$ cat config.mk
export PLATFORM = sky130hd
export DESIGN_NAME = mem_wb_skid
export DESIGN_NICKNAME = d
export VERILOG_FILES = /design/src/rtl/mem_wb_skid.sv
export SDC_FILE = /design/constraint.sdc
export NUM_CORES = 1
export LEC_CHECK = 0
export CAP_MARGIN = 20
export CORE_MARGIN = 3
export CORE_UTILIZATION = 40
export CTS_CLUSTER_SIZE = 10
export DETAILED_ROUTE_END_ITERATION = 8
export HOLD_SLACK_MARGIN = 0.12
export PLACE_DENSITY = 0.73
export REMOVE_ABC_BUFFERS = 1
export SYNTH_ARGS = -nofsm -noshare
export SYNTH_HDL_FRONTEND = slang
export SYNTH_SLANG_ARGS = --single-unit
export TNS_END_PERCENT = 5
$ cat constraint.sdc
create_clock -name clk -period 2.6 [get_ports clk]
set_clock_uncertainty 0.15 [all_clocks]
set_input_delay 0.52 -clock clk [delete_from_list [all_inputs] [get_ports clk]]
set_output_delay 0.52 -clock clk [all_outputs]
set_load 0.05 [all_outputs]
$ cat src/rtl/mem_wb_skid.sv
// rtl/mem_wb_skid.sv - MEM->WB pipeline stage with 2-entry skid buffer and flush
module mem_wb_skid #(
    parameter int LANES    = 1,
    parameter int ADDR_W   = 5,
    parameter int DATA_W   = 32,
    parameter bit ZERO_SUP = 1'b1
) (
    input  logic                      clk,
    input  logic                      rst,
    input  logic                      flush,
    input  logic                      in_valid,
    output logic                      in_ready,
    input  logic [LANES*ADDR_W-1:0]   mem_wreg_addr,
    input  logic [LANES-1:0]          mem_wreg_enable,
    input  logic [LANES*DATA_W-1:0]   mem_wdata,
    output logic                      out_valid,
    input  logic                      out_ready,
    output logic [LANES*ADDR_W-1:0]   wb_wreg_addr,
    output logic [LANES-1:0]          wb_wreg_enable,
    output logic [LANES*DATA_W-1:0]   wb_wdata
);

    typedef enum logic [1:0] {
        EMPTY = 2'd0,
        ONE   = 2'd1,
        FULL  = 2'd2
    } state_t;

    state_t state;
    state_t state_next;

    // Head entry drives the outputs; skid entry catches the beat that arrives
    // while the head is stalled.
    logic [LANES*ADDR_W-1:0] h_addr;
    logic [LANES-1:0]        h_en;
    logic [LANES*DATA_W-1:0] h_data;
    logic [LANES*ADDR_W-1:0] s_addr;
    logic [LANES-1:0]        s_en;
    logic [LANES*DATA_W-1:0] s_data;

    logic in_ready_q;
    logic accept;
    logic drain;
    logic load_h_in;
    logic load_h_skid;
    logic load_s;

    assign in_ready  = in_ready_q;
    assign out_valid = (state != EMPTY);
    assign accept    = in_valid & in_ready_q;
    assign drain     = out_valid & out_ready;

    // Next-state and storage-load decode; flush overrides everything and
    // suppresses loads so the flushed beat never lands in storage.
    always_comb begin
        state_next  = state;
        load_h_in   = 1'b0;
        load_h_skid = 1'b0;
        load_s      = 1'b0;
        case (state)
            EMPTY: begin
                if (accept) begin
                    load_h_in  = 1'b1;
                    state_next = ONE;
                end
            end
            ONE: begin
                if (accept && drain) begin
                    load_h_in  = 1'b1;
                    state_next = ONE;
                end else if (accept) begin
                    load_s     = 1'b1;
                    state_next = FULL;
                end else if (drain) begin
                    state_next = EMPTY;
                end
            end
            FULL: begin
                if (drain) begin
                    load_h_skid = 1'b1;
                    state_next  = ONE;
                end
            end
            default: begin
                state_next = EMPTY;
            end
        endcase
        if (flush) begin
            state_next  = EMPTY;
            load_h_in   = 1'b0;
            load_h_skid = 1'b0;
            load_s      = 1'b0;
        end
    end

    // State register; in_ready is registered from the next state so it never
    // sees out_ready combinationally.
    always_ff @(posedge clk or negedge rst) begin
        if (!rst) begin
            state      <= EMPTY;
            in_ready_q <= 1'b1;
        end else begin
            state      <= state_next;
            in_ready_q <= (state_next != FULL);
        end
    end

    // Head entry: load from input or promote from skid; otherwise frozen.
    always_ff @(posedge clk or negedge rst) begin
        if (!rst) begin
            h_addr <= '0;
            h_en   <= '0;
            h_data <= '0;
        end else if (load_h_in) begin
            h_addr <= mem_wreg_addr;
            h_en   <= mem_wreg_enable;
            h_data <= mem_wdata;
        end else if (load_h_skid) begin
            h_addr <= s_addr;
            h_en   <= s_en;
            h_data <= s_data;
        end
    end

    // Skid entry: captures a beat accepted while the head is stalled.
    always_ff @(posedge clk or negedge rst) begin
        if (!rst) begin
            s_addr <= '0;
            s_en   <= '0;
            s_data <= '0;
        end else if (load_s) begin
            s_addr <= mem_wreg_addr;
            s_en   <= mem_wreg_enable;
            s_data <= mem_wdata;
        end
    end

    // Per-lane write enable: r0 suppression and higher-lane-wins on same address.
    always_comb begin
        logic [ADDR_W-1:0] addr_i;
        logic              keep;
        wb_wreg_enable = '0;
        addr_i         = '0;
        keep           = 1'b0;
        for (int i = 0; i < LANES; i++) begin
            addr_i = h_addr[i*ADDR_W +: ADDR_W];
            keep   = out_valid & h_en[i];
            if (ZERO_SUP && (addr_i == '0)) begin
                keep = 1'b0;
            end
            for (int j = i + 1; j < LANES; j++) begin
                if (h_en[j] && (h_addr[j*ADDR_W +: ADDR_W] == addr_i)) begin
                    keep = 1'b0;
                end
            end
            wb_wreg_enable[i] = keep;
        end
    end

    assign wb_wreg_addr = h_addr;
    assign wb_wdata     = h_data;

endmodule
==> summary.md, run 1 <==
| Metric | Value |
|---|---|
| Max VDD drop | 0.463 mV |
| Worst rel slew slack | around 63% |
| Die width | about 100 um |
| Vias in the first global route | 2496 |
| Cell accounting for the most synthesized area | dfrtp_1 |
| FP Rows | 33 |
| Detail Route Antenna Nets | 0 |
| Leak | 2.02 nW |
| Avg Inst Size Synth | 12.7 um2 |
| Hold path endpoint | s_data[2] |
| Area contributors post-synth | dfrtp_1, mux2_2, mux2i_1 |
| Final Wtd Congestion | 0.715 |
| Worst r2r dst | wb_wdata[9] |
| Starting DRT DRC Count | 54 |
| WS Path Type | reg -> out |
| Placeable core area | 0.00826 mm2 |
| Maximum buffer depth of the clock tree | 2 |
| Register area | ~0.0020 mm2 |
| First-pass GRT wire length | 12400 um |
| GRT Total Usage | 15.9% |
| Power density cells | 1060 mW/mm2 |
| Register area share after synthesis | 58.0% |
| CTS buffer count | 9 |
| Final setup margin | approximately 0.13 ns |
| Hold path cells | 1 |
| Die H | ~98 um |
| CP endpoint kind | output pin |
| Area Growth Syn to Fin | 34.5% |
| Final WL | ~7300 um |
| FMAX | 405 MHz |
| Wire per inst | 15.8 um |
| H-tree levels | 3 |
| Pre-CTS setup slack | 0.191 ns |
| Max FO, Critical Path | 6 |
| Fraction of layout cells with a size suffix above 1 | about 20% |
| Area of the multi-input gates | approximately 0.0012 mm2 |
| DR pass1 iterations | 4 |
| Die footprint | a little under 0.01 mm2 |
| WP data required | 1.93 ns |
| Placed insts | between 400 and 500 |
| Starting density of the core | 41.3% |
| Final net count | 397 |
| CTS tree | yes |
| Final std cells w/o fill | 464 |
| Crit path launch type | flop |
| R2R cell count | 5 |
| EDFF count, synth | 0 |
| GRT overflow | 0 |
| Max Slew Vio Count | 0 |
| Synth Register Bits | 79 |
| Synth Flop Type | dfrtp_1 |
| Fillcell total | 733 |
| Max cap viols | 0 |
| Status | finished, final reports clean |
| Crit path DAT | 1.80 ns |
| Period utilization | 95.0% |
| Ant. Diodes | 0 |
| Final setup vio count | 0 |
| Top post-synthesis cells by count | dfrtp_1, inv_1, mux2_2, mux2i_1, o22ai_1 |
| Fraction of registers with async set/reset | 100% |
| Min Tclk post-route | roughly 2.5 ns |
| Synthesized area | 0.00341 mm2 |
| # DRC | 0 |
| Yosys warnings | 0 |
| Count leader, synth | dfrtp_1 |
| FF-to-FF setup slack | 0.79 ns |
| Syn Inst Count | approximately 270 |
| Worst hold start | s_data[2] |
| Vias | 2302 |
| Buffers added on ports | approximately 80 |
| IO Count | 83 |
| PnR Total Power | 4.86 mW |
| Hpwl dp | around 5000 um |
| Initial antenna violation count | 0 |
| Share of the synthesized area in the top cell type | 57.2% |
| Via/cell ratio | 4.96 |
| Clk_lat worst skew | 0.34 ns |
| RSZ-0062 raised after global routing | false |
| Worst-margin pin slew | 0.552 ns |
| Final Hold Vio Count | 0 |
| Worst r2r src | in_ready |
| Postcts setup bufs | 0 |
| Hold Slack | 0.360 ns |
| Class of the worst hold path | reg -> reg |
| Clk sinks | 79 |
| Largest net degree at the start of global routing | 45 |
| Clk pin slew, worst setup/hold paths | 0.08 ns |
| Root buffer cell | clkbuf_8 |
| Library cells used by synthesis | 23 |
## power breakdown
part / switching (mW) / internal [mW]
clock network: 0.431 / 0.538
registers: 0.231 / 1.64
logic: 1.24 / 0.777
total: 1.91 / 2.96
## per-stage QoR
stage	area, um2	utilization (%)	TNS, ns
after CTS	4590	55.6	0
after global routing	4590	55.6	0
final	4590	55.6	0
after floorplan	3310	-	-32.22
after global placement	4370	52.9	0
after detailed placement	4370	52.9	0
## layout by cell type (no fill, tap or decap)
cell and instances:
clkdlybuf4s50_1 80, dfrtp_1 78, inv_1 40, mux2_2 39, o22ai_1 38, mux2i_1 38
clkbuf_8 9, buf_4 6, nand2_1 3, a21oi_1 3, buf_12 3, bufinv_16 2
clkinvlp_4 2, clkinv_2 2, nor2b_2 1, nand3b_4 1, nor2_1 1, nor3_1 1
nand2_2 1, o41a_1 1, nor4_1 1, or2_2 1, or2_4 1, nor3_2 1
nand3b_1 1, a21oi_4 1, clkbuf_1 1, dlygate4sd3_1 1, dfstp_2 1, dlygate4sd2_1 1
## cells by family (layout without fill, tap and decap cells)
group | after synthesis | in the layout | share of synthesized area, %
buf+inv | 56 | 147 | 7.51
mux | 77 | 77 | 24.0
compound gates | 43 | 43 | 7.99
simple gates | 13 | 13 | 2.53
flops | 79 | 79 | 58.0
## metal layers
layer  track usage (%)  part of all wire [%]  vias up
li1                  -                     -     1097
met1              21.7                    46     1148
met2              25.2                    49       51
met3              3.14                   3.7        6
met4              5.78                  0.96        0
met5                 0                     0        -
## flip-flops by register name, summed over array words and instances, names as in the netlist
register and count:
s_data 32, wb_wdata 32, s_addr 5, wb_wreg_addr 5
state 2, h_en 1, in_ready 1, s_en 1
## worst max-delay path, stage by stage, from the launching register on
cell	delay [ns]
dfrtp_1	0.43
or2_2	0.32
clkdlybuf4s50_1	0.70
## cell type report
| class | count | share of cell area (%) |
|---|---|---|
| sequential | 79 | 43.1 |
| multi-input combinational | 133 | 26.0 |
| timing repair buffer | 91 | 20.1 |
| inverter | 40 | 3.27 |
| tap | 105 | 2.86 |
| clock buffer | 10 | 2.78 |
| clock inverter | 6 | 1.85 |
## how the worst max path moves through the flow
stage | startpoint | end | slack (ns) | depth (start not counted)
final | state[1] | out_valid | 0.13 | 2
after global routing | state[1] | out_valid | 0.05 | 2
after CTS | state[1] | out_valid | 0.10 | 2
after detailed placement | out_ready | wb_wdata[14] | 0.19 | 6
after global placement | out_ready | wb_wdata[5] | 0.30 | 6
after floorplan | in_ready | h_en | -0.85 | 4
## timing repair
item | in CTS | in global routing
resized for setup | 1 | 0
endpoints found under the hold margin | 34 | 0
endpoints found under the setup margin | 1 | 0
hold buffers | 1 | 0
Power figures use the tool's default switching activity.
==> inputs of run 2 (changes only) <==
CORE_UTILIZATION = 50   (was 40)
PLACE_DENSITY = 0.87   (was 0.73)
==> summary.md, run 2 (synthesized netlist as in run 1, its figures left out) <==
| Metric | Value |
|---|---|
| Max Slew Vio Count | 0 |
| Worst-margin pin slew | 0.798 ns |
| Hold buffer count at CTS | 0 |
| Fraction of layout cells with a size suffix above 1 | 19.9% |
| Power density cells | 1060 mW/mm2 |
| Largest net degree at the start of global routing | between 60 and 70 |
| IO Count | 83 |
| Hpwl dp | ~4600 um |
| Class of the worst hold path | in -> async |
| P_sw | 1.94 mW |
| Die footprint | roughly 0.008 mm2 |
| CP endpoint kind | output pin |
| Fillcell total | 463 |
| Commonest non-fill, non-tap cell in the layout | clkdlybuf4s50_1 |
| Post-route cell area | 0.00452 mm2 |
| Clk sinks | between 70 and 80 |
| Flop pwr share | 39.2% |
| Register area | 0.00198 mm2 |
| CTS tree | yes |
| Maximum buffer depth of the clock tree | 2 |
| Via/cell ratio | about 5.4 |
| Die H | 88.6 um |
| # DRC | 0 |
| Initial antenna violation count | 0 |
| Clk network pwr share | between 10% and 20% |
| Final Hold Vio Count | 0 |
| Area Growth Syn to Fin | 32.3% |
| Wire per inst | 16.0 um |
| First-pass GRT wire length | between 10000 and 15000 um |
| Min Tclk post-route | 2.49 ns |
| H-tree levels | 3 |
| Final Wtd Congestion | around 0.8 |
| Status | finished, final reports clean |
| Crit path launch type | flop |
| Int Power | between 2 and 3 mW |
| GRT Total Usage | 19.2% |
| Final net count | 395 |
| WS Path Type | reg -> out |
| Buffers added on ports | 82 |
| Starting density of the core | 52.6% |
| Final setup margin | 0.115 ns |
| FMAX | about 400 MHz |
| PnR Total Power | 4.81 mW |
| Leak | 1.99 nW |
| Root buffer cell | clkbuf_8 |
| Area of the multi-input gates | 0.00119 mm2 |
| Final std cells w/o fill | about 430 |
| Ant. Diodes | 0 |
| RSZ-0062 raised after global routing | false |
| Vias in the first global route | 2414 |
| Logic pwr share | a little over two fifths |
| Pre-CTS setup slack | 0.190 ns |
| Placed insts | 418 |
| Max cap viols | 0 |
| Crit path DAT | 1.82 ns |
| Detail Route Antenna Nets | 0 |
| Setup TNS | 0 ns |
| Placeable core area | 0.00649 mm2 |
| Worst rel slew slack | 46.8% |
| GRT overflow | 0 |
| Starting DRT DRC Count | about 110 |
| CP max-delay cell | clkdlybuf4s50_1 |
| Clk pin slew, worst setup/hold paths | 0.08 ns |
| Die width | 88.6 um |
| FP Rows | 29 |
| Final setup vio count | 0 |
| CP peak stage delay | 0.71 ns |
| Dpl cell area | 0.00431 mm2 |
| CTS buffer count | 9 |
| Max FO, Critical Path | 6 |
| R2R cell count | 5 |
| Most frequent cells in the layout | clkdlybuf4s50_1, dfrtp_1, inv_1, mux2_2 |
| Switching share of power | 40.4% |
| Final WL | about 6900 um |
| DR pass1 iterations | 4 |
| WP data required | 1.93 ns |
| Vias | 2334 |
| Critical-path cell list | or2_2 -> clkdlybuf4s50_1 |
| Clk_lat worst skew | 0.35 ns |
| Period utilization | 95.6% |
| Max VDD drop | around 0.71 mV |
[run 2: cell count changes in the layout (fill, tap and decap cells not counted), sizes merged]
cell	before	now
inv	40	43
clkinv	2	0
buf	9	8
bufinv	2	1
clkbuf	10	9
clkinvlp	2	3
dlygate4sd3	1	0
[run 2: worst paths after layout]
kind / from / endpoint / slack (ns)
max in group asynchronous: rst / wb_wdata[14] / 1.53
min reg2reg: s_data[0] / s_data[0] / 0.36
min: rst / wb_wdata[23] / 0.1
min in group clk: s_data[0] / s_data[0] / 0.36
max reg2reg: in_ready / wb_wreg_addr[4] / 0.76
max: state[1] / out_valid / 0.11
[run 2: per-layer routing]
layer,up-vias,global-route usage (%),share of wire (%)
met1,1153,25.8,44
li1,1102,-,-
met3,11,3.72,5.1
met5,-,0,0
met4,0,8.10,1.5
met2,68,30.6,50
[run 2: final cells by class]
class	count	area share (%)
sequential	79	43.8
multi-input combinational	133	26.4
timing repair buffer	89	19.8
inverter	40	3.33
clock buffer	9	2.74
tap	77	2.13
clock inverter	7	1.75
[run 2: worst max-delay path, delay by kind of cell, from the launching register on]
kind	cells	cell delay (ns)
buf+inv	1	0.71
flops	1	0.44
simple gates	1	0.33
[run 2: power groups by stage]
stage / sequential [mW] / combinational (mW) / clock (mW)
finish: 1.88 / 2.01 / 0.916
global route: 1.93 / 2.14 / 1.00
CTS: 1.88 / 2.03 / 0.942
detailed placement: 1.90 / 2.03 / 0
global placement: 1.88 / 1.98 / 0
floorplan: 2.66 / 0.534 / 0
[run 2: through the flow]
step	utilization, %	hold slack, ns
finish	69.5	0.0996
global route	69.5	0.168
CTS	69.5	0.131
detailed placement	66.4	0.344
global placement	66.4	0.337
floorplan	-	0.0744
[run 2: what timing repair did]
item,in CTS,in global routing
buffers inserted,0,0
gates resized for setup,1,0
endpoints found under the setup margin,1,0
